`config.mk`:
```
export PLATFORM = sky130hd
export DESIGN_NAME = vr_vc_converter
export DESIGN_NICKNAME = d
export VERILOG_FILES = /design/src/rtl/vr_vc_converter.sv
export SDC_FILE = /design/constraint.sdc
export NUM_CORES = 1
export LEC_CHECK = 0
export BUFFER_PORTS_ARGS = -buffer_cell sky130_fd_sc_hd__buf_2
export CORE_MARGIN = 4
export CORE_UTILIZATION = 55
export DETAILED_ROUTE_END_ITERATION = 6
export PLACE_DENSITY = 0.78
export SYNTH_ARGS = -nofsm -noshare
export SYNTH_HDL_FRONTEND = slang
export SYNTH_SLANG_ARGS = --single-unit
export TNS_END_PERCENT = 1
```
`constraint.sdc`:
```
create_clock -name clk -period 2.22 [get_ports clk]
set_input_delay 0.444 -clock clk [delete_from_list [all_inputs] [get_ports clk]]
set_output_delay 0.444 -clock clk [all_outputs]
set_load 0.1 [all_outputs]
```
`src/rtl/vr_vc_converter.sv`:
```
// Valid/ready to valid/credit link driver: a small FIFO absorbs upstream beats while
// the downstream credit count is zero. Optional macro VR_VC_BYPASS_EN lets a beat skip the empty FIFO.
module vr_vc_converter #(
   parameter int DATA_WIDTH = 8,
   parameter int CREDIT_NUM = 2,
   parameter int BUF_DEPTH  = 2
) (
   input  logic                          clk,
   input  logic                          rst,
   input  logic [DATA_WIDTH-1:0]         s_data_i,
   input  logic                          s_valid_i,
   output logic                          s_ready_o,
   output logic [DATA_WIDTH-1:0]         m_data_o,
   output logic                          m_valid_o,
   input  logic                          m_credit_i,
   output logic [$clog2(CREDIT_NUM):0]   credit_cnt_o,
   output logic                          credit_ovf_o
);

   localparam int PTR_W = $clog2(BUF_DEPTH);
   localparam int CNT_W = $clog2(CREDIT_NUM) + 1;
   localparam logic [CNT_W-1:0] CNT_MAX = CNT_W'(CREDIT_NUM);

   logic [DATA_WIDTH-1:0] mem [BUF_DEPTH];

   logic [PTR_W:0]        wr_ptr_reg, wr_ptr_next;
   logic [PTR_W:0]        rd_ptr_reg, rd_ptr_next;
   logic [CNT_W-1:0]      credit_cnt_reg, credit_cnt_next;
   logic                  credit_ovf_reg, credit_ovf_next;
   logic                  m_valid_reg;
   logic [DATA_WIDTH-1:0] m_data_reg;

   logic                  buf_full, buf_empty, has_credit;
   logic                  push, pop, bypass, launch, wr_en;
   logic [DATA_WIDTH-1:0] launch_data;

   // Pointers carry one extra wrap bit so full and empty are distinguishable.
   assign buf_full   = (wr_ptr_reg[PTR_W] != rd_ptr_reg[PTR_W]) &&
                       (wr_ptr_reg[PTR_W-1:0] == rd_ptr_reg[PTR_W-1:0]);
   assign buf_empty  = (wr_ptr_reg == rd_ptr_reg);
   assign has_credit = (credit_cnt_reg != '0);

   assign s_ready_o  = ~buf_full;
   assign push       = s_valid_i & s_ready_o;
   assign pop        = ~buf_empty & has_credit;

`ifdef VR_VC_BYPASS_EN
   assign bypass     = push & buf_empty & has_credit;
`else
   assign bypass     = 1'b0;
`endif

   assign launch      = pop | bypass;
   assign wr_en       = push & ~bypass;
   assign launch_data = bypass ? s_data_i : mem[rd_ptr_reg[PTR_W-1:0]];

   always_comb begin
      wr_ptr_next = wr_ptr_reg;
      rd_ptr_next = rd_ptr_reg;
      if (wr_en) begin
         wr_ptr_next = wr_ptr_reg + (PTR_W+1)'(1);
      end
      if (pop) begin
         rd_ptr_next = rd_ptr_reg + (PTR_W+1)'(1);
      end
   end

   // A return that coincides with a launch cancels out; a return at full count saturates and flags.
   always_comb begin
      credit_cnt_next = credit_cnt_reg;
      credit_ovf_next = credit_ovf_reg;
      case ({m_credit_i, launch})
         2'b10: begin
            if (credit_cnt_reg == CNT_MAX) begin
               credit_ovf_next = 1'b1;
            end else begin
               credit_cnt_next = credit_cnt_reg + CNT_W'(1);
            end
         end
         2'b01:   credit_cnt_next = credit_cnt_reg - CNT_W'(1);
         default: ;
      endcase
   end

   always_ff @(posedge clk) begin
      if (wr_en) begin
         mem[wr_ptr_reg[PTR_W-1:0]] <= s_data_i;
      end
   end

   always_ff @(posedge clk or posedge rst) begin
      if (rst) begin
         wr_ptr_reg     <= '0;
         rd_ptr_reg     <= '0;
         credit_cnt_reg <= '0;
         credit_ovf_reg <= 1'b0;
         m_valid_reg    <= 1'b0;
         m_data_reg     <= '0;
      end else begin
         wr_ptr_reg     <= wr_ptr_next;
         rd_ptr_reg     <= rd_ptr_next;
         credit_cnt_reg <= credit_cnt_next;
         credit_ovf_reg <= credit_ovf_next;
         m_valid_reg    <= launch;
         if (launch) begin
            m_data_reg <= launch_data;
         end
      end
   end

   assign m_valid_o    = m_valid_reg;
   assign m_data_o     = m_data_reg;
   assign credit_cnt_o = credit_cnt_reg;
   assign credit_ovf_o = credit_ovf_reg;

endmodule
```
==> flow_summary.json, run 1 <==
{
  "status": "complete, no violations",
  "clk_latency_ps": 320,
  "antenna_found_initial": 0,
  "start_kind": "flip-flop",
  "detail_route.iter0.violations": 25,
  "clk_pin_slew_ps": 100,
  "post-dp-hpwl_mm": 1.62,
  "global_route_wire_length_before_repair_mm": 3.71,
  "fillcell_total": 157,
  "regToRegSetupSlack_ps": 640,
  "die_width_microns": 57.5,
  "slew-limit-headroom": 0.592,
  "design.portCount": 25,
  "pre_cts_ws_ps": 634,
  "post_synth_inst_count": 86,
  "drc": 0,
  "floorplan.die.height_microns": 57.5,
  "setup_violations": 0,
  "report.final.slew_viol_count": 0,
  "layout_min_cycle_time_ps": 1910,
  "worst_slew_pin_slew_ps": 611,
  "worst_path_fanout_max": 10,
  "final-seq-area_sq_um": 881,
  "post_cts.resized_instances": 0,
  "clock_tree.root_cell": "sky130_fd_sc_hd__clkbuf_4",
  "cts_hold_repair.buffers": 0,
  "post_drt_wl_per_cell_microns": 15.4,
  "place_area_sq_um": 1520,
  "clock_tree_from_tritoncts": "built",
  "antennaDiodeCount": 0,
  "cts-buffers-inserted": 5,
  "cts-root-to-sink-buffers": 2,
  "yosys_warnings": 0,
  "post_cts_setup_repair_bufs": 0,
  "timing.clock.skew_ps": 11.2,
  "capturing_element_type_of_the_critical_path": "primary output",
  "cts.sink_count": 32,
  "detailedRoute.firstPassIterationCount": 4,
  "antenna_left": 0,
  "arrival_ps": 1460,
  "postSynthNetCount": 98,
  "reg2reg_to": "m_data_o[1]",
  "synth-seq-cells": 32,
  "fin_area_sq_um": 1580,
  "placeableCoreArea_sq_um": 2280,
  "slowest_delay_ps": 450,
  "synth_area_per_cell_sq_um": 15.6,
  "critical-path-top-delay-family": "flip-flops",
  "fmax_mhz": 524,
  "place.gp.congestion": 0.773,
  "rows": 17,
  "drv_cap": 0,
  "globalRoute.totalOverflow": 0,
  "global_route.usage.total": 0.156,
  "vias_per_cell": 5.38,
  "unrepaired_setup_endpoints_after_global_routing": "no",
  "synth-seq-area-share": 0.655,
  "area_growth_pct": 17.2,
  "first_global_vias": 827,
  "critPathBufInv": 1,
  "floorplan.initialDensity": 0.591,
  "syn-cell-area_sq_um": 1350,
  "share_of_layout_cells_above_drive_strength_1": 0.475,
  "timing.reg2reg.worst_path_depth": 4,
  "wl_mm": 2.25,
  "cp_cell_sequence": "xnor2_4, nand2_1, buf_12",
  "grt_start_max_net_pins": 17,
  "criticalPathCategory": "flip-flop to primary output",
  "worst_r2r_startpoint": "rd_ptr_reg[1]",
  "worstHoldPathType": "input pin to asynchronous set/reset pin",
  "net_count_reported_at_finish": 129,
  "data_required_time_at_the_worst_endpoint_ps": 1780,
  "hold_ws_ps": 172,
  "finalHoldViolations": 0,
  "dieArea_sq_um": 3300,
  "multiInputGateArea_sq_um": 433,
  "largest_register_ff_count": 16,
  "postLayoutSetupSlackWorst_ps": 313,
  "critical-path-slowest-cell": "sky130_fd_sc_hd__dfrtp_1",
  "via_count": 786,
  "crit_start": "rd_ptr_reg[0]",
  "post-route-period-util": 0.859,
  "port_buffers": 24,
  "synth.lib_cells_used.distinct": 26,
  "cts_htree_levels": 2,
  "fin_tns_setup_ps": 0
}
==> synth_stat cells, drive strengths merged <==
master / n / share of area
nand4: 1 / 0.0047
o311a: 1 / 0.0074
a21oi: 6 / 0.031
nor2b: 1 / 0.0047
edfxtp: 16 / 0.36
nand2b: 1 / 0.0047
nand2: 3 / 0.0084
mux2: 17 / 0.14
mux2i: 2 / 0.015
o21ai: 2 / 0.0074
xnor2: 2 / 0.027
a211o: 1 / 0.0074
nor3: 1 / 0.0037
a211oi: 1 / 0.0056
a31o: 2 / 0.013
nor2: 1 / 0.0028
xor2: 3 / 0.020
and3: 2 / 0.010
inv: 3 / 0.0084
o211a: 1 / 0.0074
buf: 3 / 0.015
dfrtp: 16 / 0.30
==> through the flow <==
step	util	instances
after floorplan	-	86
after global placement	0.667	138
after detailed placement	0.667	138
after CTS	0.693	146
after global routing	0.693	146
final	0.693	146
==> layout by cell type, fill, tap and decap left out, drive strengths merged <==
master | Yosys | layout
buf | 3 | 27
mux2 | 17 | 17
dfrtp | 16 | 16
edfxtp | 16 | 16
clkbuf | 0 | 8
a21oi | 6 | 6
inv | 3 | 3
xor2 | 3 | 3
nand2 | 3 | 3
a31o | 2 | 2
o21ai | 2 | 2
mux2i | 2 | 2
xnor2 | 2 | 2
and3 | 2 | 2
nor2 | 1 | 1
nand2b | 1 | 1
nor2b | 1 | 1
a211o | 1 | 1
nand4 | 1 | 1
o311a | 1 | 1
o211a | 1 | 1
a211oi | 1 | 1
nor3 | 1 | 1
==> worst reg2reg max path, cell delays in order, from the launching register on <==
cell and delay (ps):
sky130_fd_sc_hd__dfrtp_1 440, sky130_fd_sc_hd__xnor2_1 150, sky130_fd_sc_hd__buf_4 180, sky130_fd_sc_hd__a21oi_4 320, sky130_fd_sc_hd__mux2_2 380
==> worst max-delay path by stage <==
stage                        to  slack (ps)  cells after the start
floorplan           m_data_o[0]         260                      3
global placement      s_ready_o         690                      3
detailed placement  m_data_o[7]         630                      4
CTS                   s_ready_o         300                      3
global route          s_ready_o         210                      3
finish                s_ready_o         310                      3
==> metal layers <==
layer  track usage  wire length (microns)  vias up
li1              -                      -      379
met1         0.172                    902      381
met2         0.256                   1170       23
met3        0.0792                    153        3
met4        0.0596                     21        0
met5             0                      0        -
==> cells by family (layout without fill, tap and decap cells) <==
| kind of cell | Yosys count | count (layout) | share of synthesized area |
|---|---|---|---|
| AOI/OAI and AO/OA | 14 | 14 | 0.0791 |
| muxes | 19 | 19 | 0.157 |
| xor gates and xnor gates | 5 | 5 | 0.0465 |
| DFF | 32 | 32 | 0.655 |
| and+or+nand+nor | 10 | 10 | 0.0391 |
| buffers and inverters | 6 | 38 | 0.0232 |
==> final cells by class <==
cell class              instances  area share
multi-input cells              48       0.275
repair buffers                 27       0.100
well taps                      28      0.0222
flip-flops and latches         32       0.559
inverters                       3     0.00714
clock buffers                   8      0.0373
Power of run 1 is not shown: default switching activity piles up to over one toggle a cycle in this logic, so the estimate is an artifact.
==> inputs of run 2 (changes only) <==
MAX_ROUTING_LAYER = met4   (was not set)
==> run 2 against run 1 <==
- first-iteration DRC count is the same
- flip-flop and latch count is the same
- register-to-register slack is essentially flat
- via count increased by 0.13%
- cell area unchanged
- non-clock buffer count unchanged
- sequential share of layout area stayed put
- hold slack about the same
- core utilization stayed put
- highest routed layer unchanged
==> flow_summary.json, run 2 (synthesis results as in run 1) <==
{
  "area_growth_pct": 17.2,
  "slew-limit-headroom": 0.592,
  "net_count_reported_at_finish": 129,
  "antenna_left": 0,
  "post-dp-hpwl_mm": 1.62,
  "global_route_wire_length_before_repair_mm": 3.71,
  "antennaDiodeCount": 0,
  "globalRoute.totalOverflow": 0,
  "status": "complete, no violations",
  "post_drt_wl_per_cell_microns": 15.5,
  "place.gp.congestion": 0.784,
  "worst_path_fanout_max": 10,
  "largest_register_ff_count": 16,
  "unrepaired_setup_endpoints_after_global_routing": "no",
  "final_core_util": 0.693,
  "drc": 0,
  "share_of_layout_cells_above_drive_strength_1": 0.475,
  "grt_start_max_net_pins": 17,
  "rows": 17,
  "placeableCoreArea_sq_um": 2280,
  "design.portCount": 25,
  "groute.layer.met1.usage": 0.175,
  "fin_tns_setup_ps": 0,
  "grtUsageMet3": 0.0747,
  "cts_hold_repair.buffers": 0,
  "clock_tree_from_tritoncts": "built",
  "setup_violations": 0,
  "global_route.usage.met2": 0.256,
  "detail_route.iter0.violations": 25,
  "die_width_microns": 57.5,
  "dieArea_sq_um": 3300,
  "port_buffers": 24,
  "report.final.slew_viol_count": 0,
  "clock_tree.root_cell": "sky130_fd_sc_hd__clkbuf_4",
  "global_route.usage.total": 0.161,
  "clk_latency_ps": 320,
  "worst_slew_pin_slew_ps": 611,
  "arrival_ps": 1460,
  "gr-max-usage-layer": "met2",
  "capturing_element_type_of_the_critical_path": "primary output",
  "cts-buffers-inserted": 5,
  "finalHoldViolations": 0,
  "fmax_mhz": 524,
  "criticalPathCategory": "flip-flop to primary output",
  "first_global_vias": 826,
  "post_cts_setup_repair_bufs": 0,
  "floorplan.initialDensity": 0.591,
  "clk_pin_slew_ps": 100,
  "via_count": 787,
  "wl_mm": 2.26,
  "cts_htree_levels": 2,
  "post-route-period-util": 0.859,
  "drv_cap": 0,
  "vias_per_cell": 5.39,
  "layout_commonest_cell": "sky130_fd_sc_hd__buf_2",
  "timing.clock.skew_ps": 11.7,
  "post_cts.resized_instances": 0,
  "data_required_time_at_the_worst_endpoint_ps": 1780,
  "layout_min_cycle_time_ps": 1910,
  "worstHoldPathType": "input pin to asynchronous set/reset pin",
  "antenna_found_initial": 0,
  "cts.sink_count": 32,
  "floorplan.die.height_microns": 57.5,
  "mostFrequentLayoutCells": "23 x sky130_fd_sc_hd__buf_2, 17 x sky130_fd_sc_hd__mux2_2, 16 x sky130_fd_sc_hd__dfrtp_1, 16 x sky130_fd_sc_hd__edfxtp_1",
  "cts-root-to-sink-buffers": 2,
  "detailedRoute.firstPassIterationCount": 4,
  "start_kind": "flip-flop"
}
run 2: cell counts in the layout (fill, tap and decap cells not counted):
Identical to the previous run, type by type.
run 2: worst paths after layout:
path	start	endpoint	slack, ps	cells after the start
min	rst	m_data_o[5]	170	2
max in group asynchronous	rst	m_data_o[1]	1640	2
min reg2reg	credit_ovf_o	credit_ovf_o	470	1
max reg2reg	rd_ptr_reg[1]	m_data_o[1]	640	4
max	rd_ptr_reg[0]	s_ready_o	310	3
min in group clk	s_data_i[3]	mem[1][3]	300	1
run 2: cell type report:
cell class / count / area, sq um
multi-input cells: 48 / 433
fillers: 157 / 699
well taps: 28 / 35.0
flip-flops and latches: 32 / 881
clock buffers: 8 / 58.8
inverters: 3 / 11.3
repair buffers: 27 / 158
run 2: worst max-delay path, cell delays in order (launching register included):
cell and delay (ps):
sky130_fd_sc_hd__dfrtp_1 450, sky130_fd_sc_hd__xnor2_4 340, sky130_fd_sc_hd__nand2_1 150, sky130_fd_sc_hd__buf_12 190
run 2: routing by layer:
metal / up-vias / routed length, microns
met2: 23 / 1170
met1: 380 / 920
li1: 379 / -
met3: 5 / 142
met4: 0 / 25
met5: - / 0
run 2: metrics by stage:
step | instance area [sq um] | cells | setup WS (ps) | hold WS, ps
finish | 1580 | 146 | 313 | 172
global route | 1580 | 146 | 209 | 190
CTS | 1580 | 146 | 298 | 167
detailed placement | 1520 | 138 | 634 | 450
global placement | 1520 | 138 | 695 | 449
floorplan | 1350 | 86 | 265 | 358
Power of run 2 is left out for the same reason.
==> inputs of run 3 (changes only) <==
CORE_UTILIZATION = 53   (was 55)
PLACE_DENSITY = 0.76   (was 0.78)
clock period = 1.8 ns   (was 2.22 ns; I/O delays follow)
==> run 3 against run 2 <==
- sequential share of layout area shrank 0.54 points
- register-to-register slack got worse by 480 ps
- hold slack worse by 91 ps
- highest routed layer unchanged
==> flow_summary.json, run 3 (synthesis results as in run 1) <==
{
  "start_kind": "flip-flop",
  "cts_htree_levels": 2,
  "floorplan.initialDensity": 0.580,
  "cts-buffers-inserted": 5,
  "antenna_left": 0,
  "setup_violations": 0,
  "port_buffers": 24,
  "capturing_element_type_of_the_critical_path": "primary output",
  "place.gp.congestion": 0.696,
  "post-route-period-util": 0.919,
  "globalRoute.totalOverflow": 0,
  "vias_per_cell": 5.44,
  "critical-path-top-delay-family": "flip-flops",
  "worst_path_fanout_max": 4,
  "antennaDiodeCount": 0,
  "fin_tns_setup_ps": 0,
  "report.final.slew_viol_count": 0,
  "post_drt_wl_per_cell_microns": 14.9,
  "finalHoldViolations": 0,
  "status": "complete, no violations",
  "share_of_layout_cells_above_drive_strength_1": 0.504,
  "largest_register_ff_count": 16,
  "slowest_delay_ps": 440,
  "timing.clock.skew_ps": 9.95,
  "mostFrequentLayoutCells": "23 x sky130_fd_sc_hd__buf_2, 17 x sky130_fd_sc_hd__mux2_2, 16 x sky130_fd_sc_hd__edfxtp_1, 14 x sky130_fd_sc_hd__dfrtp_1",
  "die_width_microns": 58.4,
  "fillcell_total": 167,
  "clk_latency_ps": 320,
  "criticalPathCategory": "flip-flop to primary output",
  "arrival_ps": 1290,
  "antenna_found_initial": 0,
  "clock_tree.root_cell": "sky130_fd_sc_hd__clkbuf_4",
  "design.portCount": 25,
  "placeableCoreArea_sq_um": 2320,
  "worstHoldPathType": "input pin to asynchronous set/reset pin",
  "post_cts.resized_instances": 0,
  "clk_pin_slew_ps": 100,
  "critical-path-slowest-cell": "sky130_fd_sc_hd__dfrtp_1",
  "data_required_time_at_the_worst_endpoint_ps": 1440,
  "post_cts_setup_repair_bufs": 1,
  "layout_min_cycle_time_ps": 1650,
  "pre_cts_ws_ps": 224,
  "multiInputGateArea_sq_um": 433,
  "wl_mm": 2.19,
  "area_growth_pct": 18.7,
  "clock_tree_from_tritoncts": "built",
  "worst_slew_pin_slew_ps": 588,
  "net_count_reported_at_finish": 130,
  "final_core_util": 0.689,
  "drv_cap": 0,
  "floorplan.die.height_microns": 58.4,
  "first_global_vias": 835,
  "cts.sink_count": 32,
  "detail_route.iter0.violations": 19,
  "slew-limit-headroom": 0.607,
  "critPathBufInv": 1,
  "cts_hold_repair.buffers": 0,
  "global_route_wire_length_before_repair_mm": 3.69,
  "via_count": 800,
  "fmax_mhz": 605,
  "drc": 0,
  "final-seq-area_sq_um": 883,
  "dieArea_sq_um": 3410,
  "unrepaired_setup_endpoints_after_global_routing": "no",
  "cp_cell_sequence": "xor2_1, nand2_1, buf_12",
  "postLayoutSetupSlackWorst_ps": 146,
  "cts-root-to-sink-buffers": 2,
  "global_route.usage.total": 0.156,
  "layout_commonest_cell": "sky130_fd_sc_hd__buf_2",
  "grt_start_max_net_pins": 17,
  "detailedRoute.firstPassIterationCount": 4,
  "post-dp-hpwl_mm": 1.51,
  "rows": 17
}
[run 3: cell count changes in the layout (fill, tap and decap cells not counted), sizes merged]
cell  change
buf       +1
[run 3: final timing paths]
check | start | endpoint | slack (ps) | cells past startpoint
max | rd_ptr_reg[1] | s_ready_o | 150 | 3
min | rst | credit_ovf_o | 80 | 2
max reg2reg | wr_ptr_reg[0] | m_data_o[3] | 160 | 4
min reg2reg | credit_ovf_o | credit_ovf_o | 480 | 1
max in group asynchronous | rst | credit_cnt_o[1] | 1300 | 2
min in group clk | s_data_i[6] | mem[1][6] | 220 | 1
[run 3: layout make-up]
| type | instances | share of cell area |
|---|---|---|
| inverters | 3 | 0.00705 |
| flip-flops and latches | 32 | 0.553 |
| clock buffers | 8 | 0.0431 |
| multi-input cells | 48 | 0.271 |
| repair buffers | 28 | 0.103 |
| well taps | 28 | 0.0219 |
[run 3: metal layers]
| metal | part of all wire | global-route usage | wire length, microns |
|---|---|---|---|
| met2 | 0.51 | 0.258 | 1120 |
| met4 | 0.019 | 0.0596 | 41 |
| met5 | 0 | - | 0 |
| met1 | 0.41 | 0.165 | 907 |
| met3 | 0.054 | 0.0658 | 118 |
[run 3: per-stage QoR]
step | area, sq um | instances | hold WS [ps]
3_3_place_gp | 1520 | 138 | 443
5_1_grt | 1600 | 147 | 119
3_5_place_dp | 1520 | 138 | 459
2_1_floorplan | 1350 | 86 | 274
6_report | 1600 | 147 | 81.2
4_1_cts | 1600 | 147 | 103
[run 3: worst register-to-register path: cells and delay by family, from the launching register on]
| family | cells | cell delay [ps] |
|---|---|---|
| flip-flops | 1 | 470 |
| buffers and inverters | 1 | 170 |
| AO/OA/AOI/OAI | 1 | 320 |
| multiplexers | 1 | 390 |
| XOR/XNOR | 1 | 170 |
Power of run 3 is left out for the same reason.
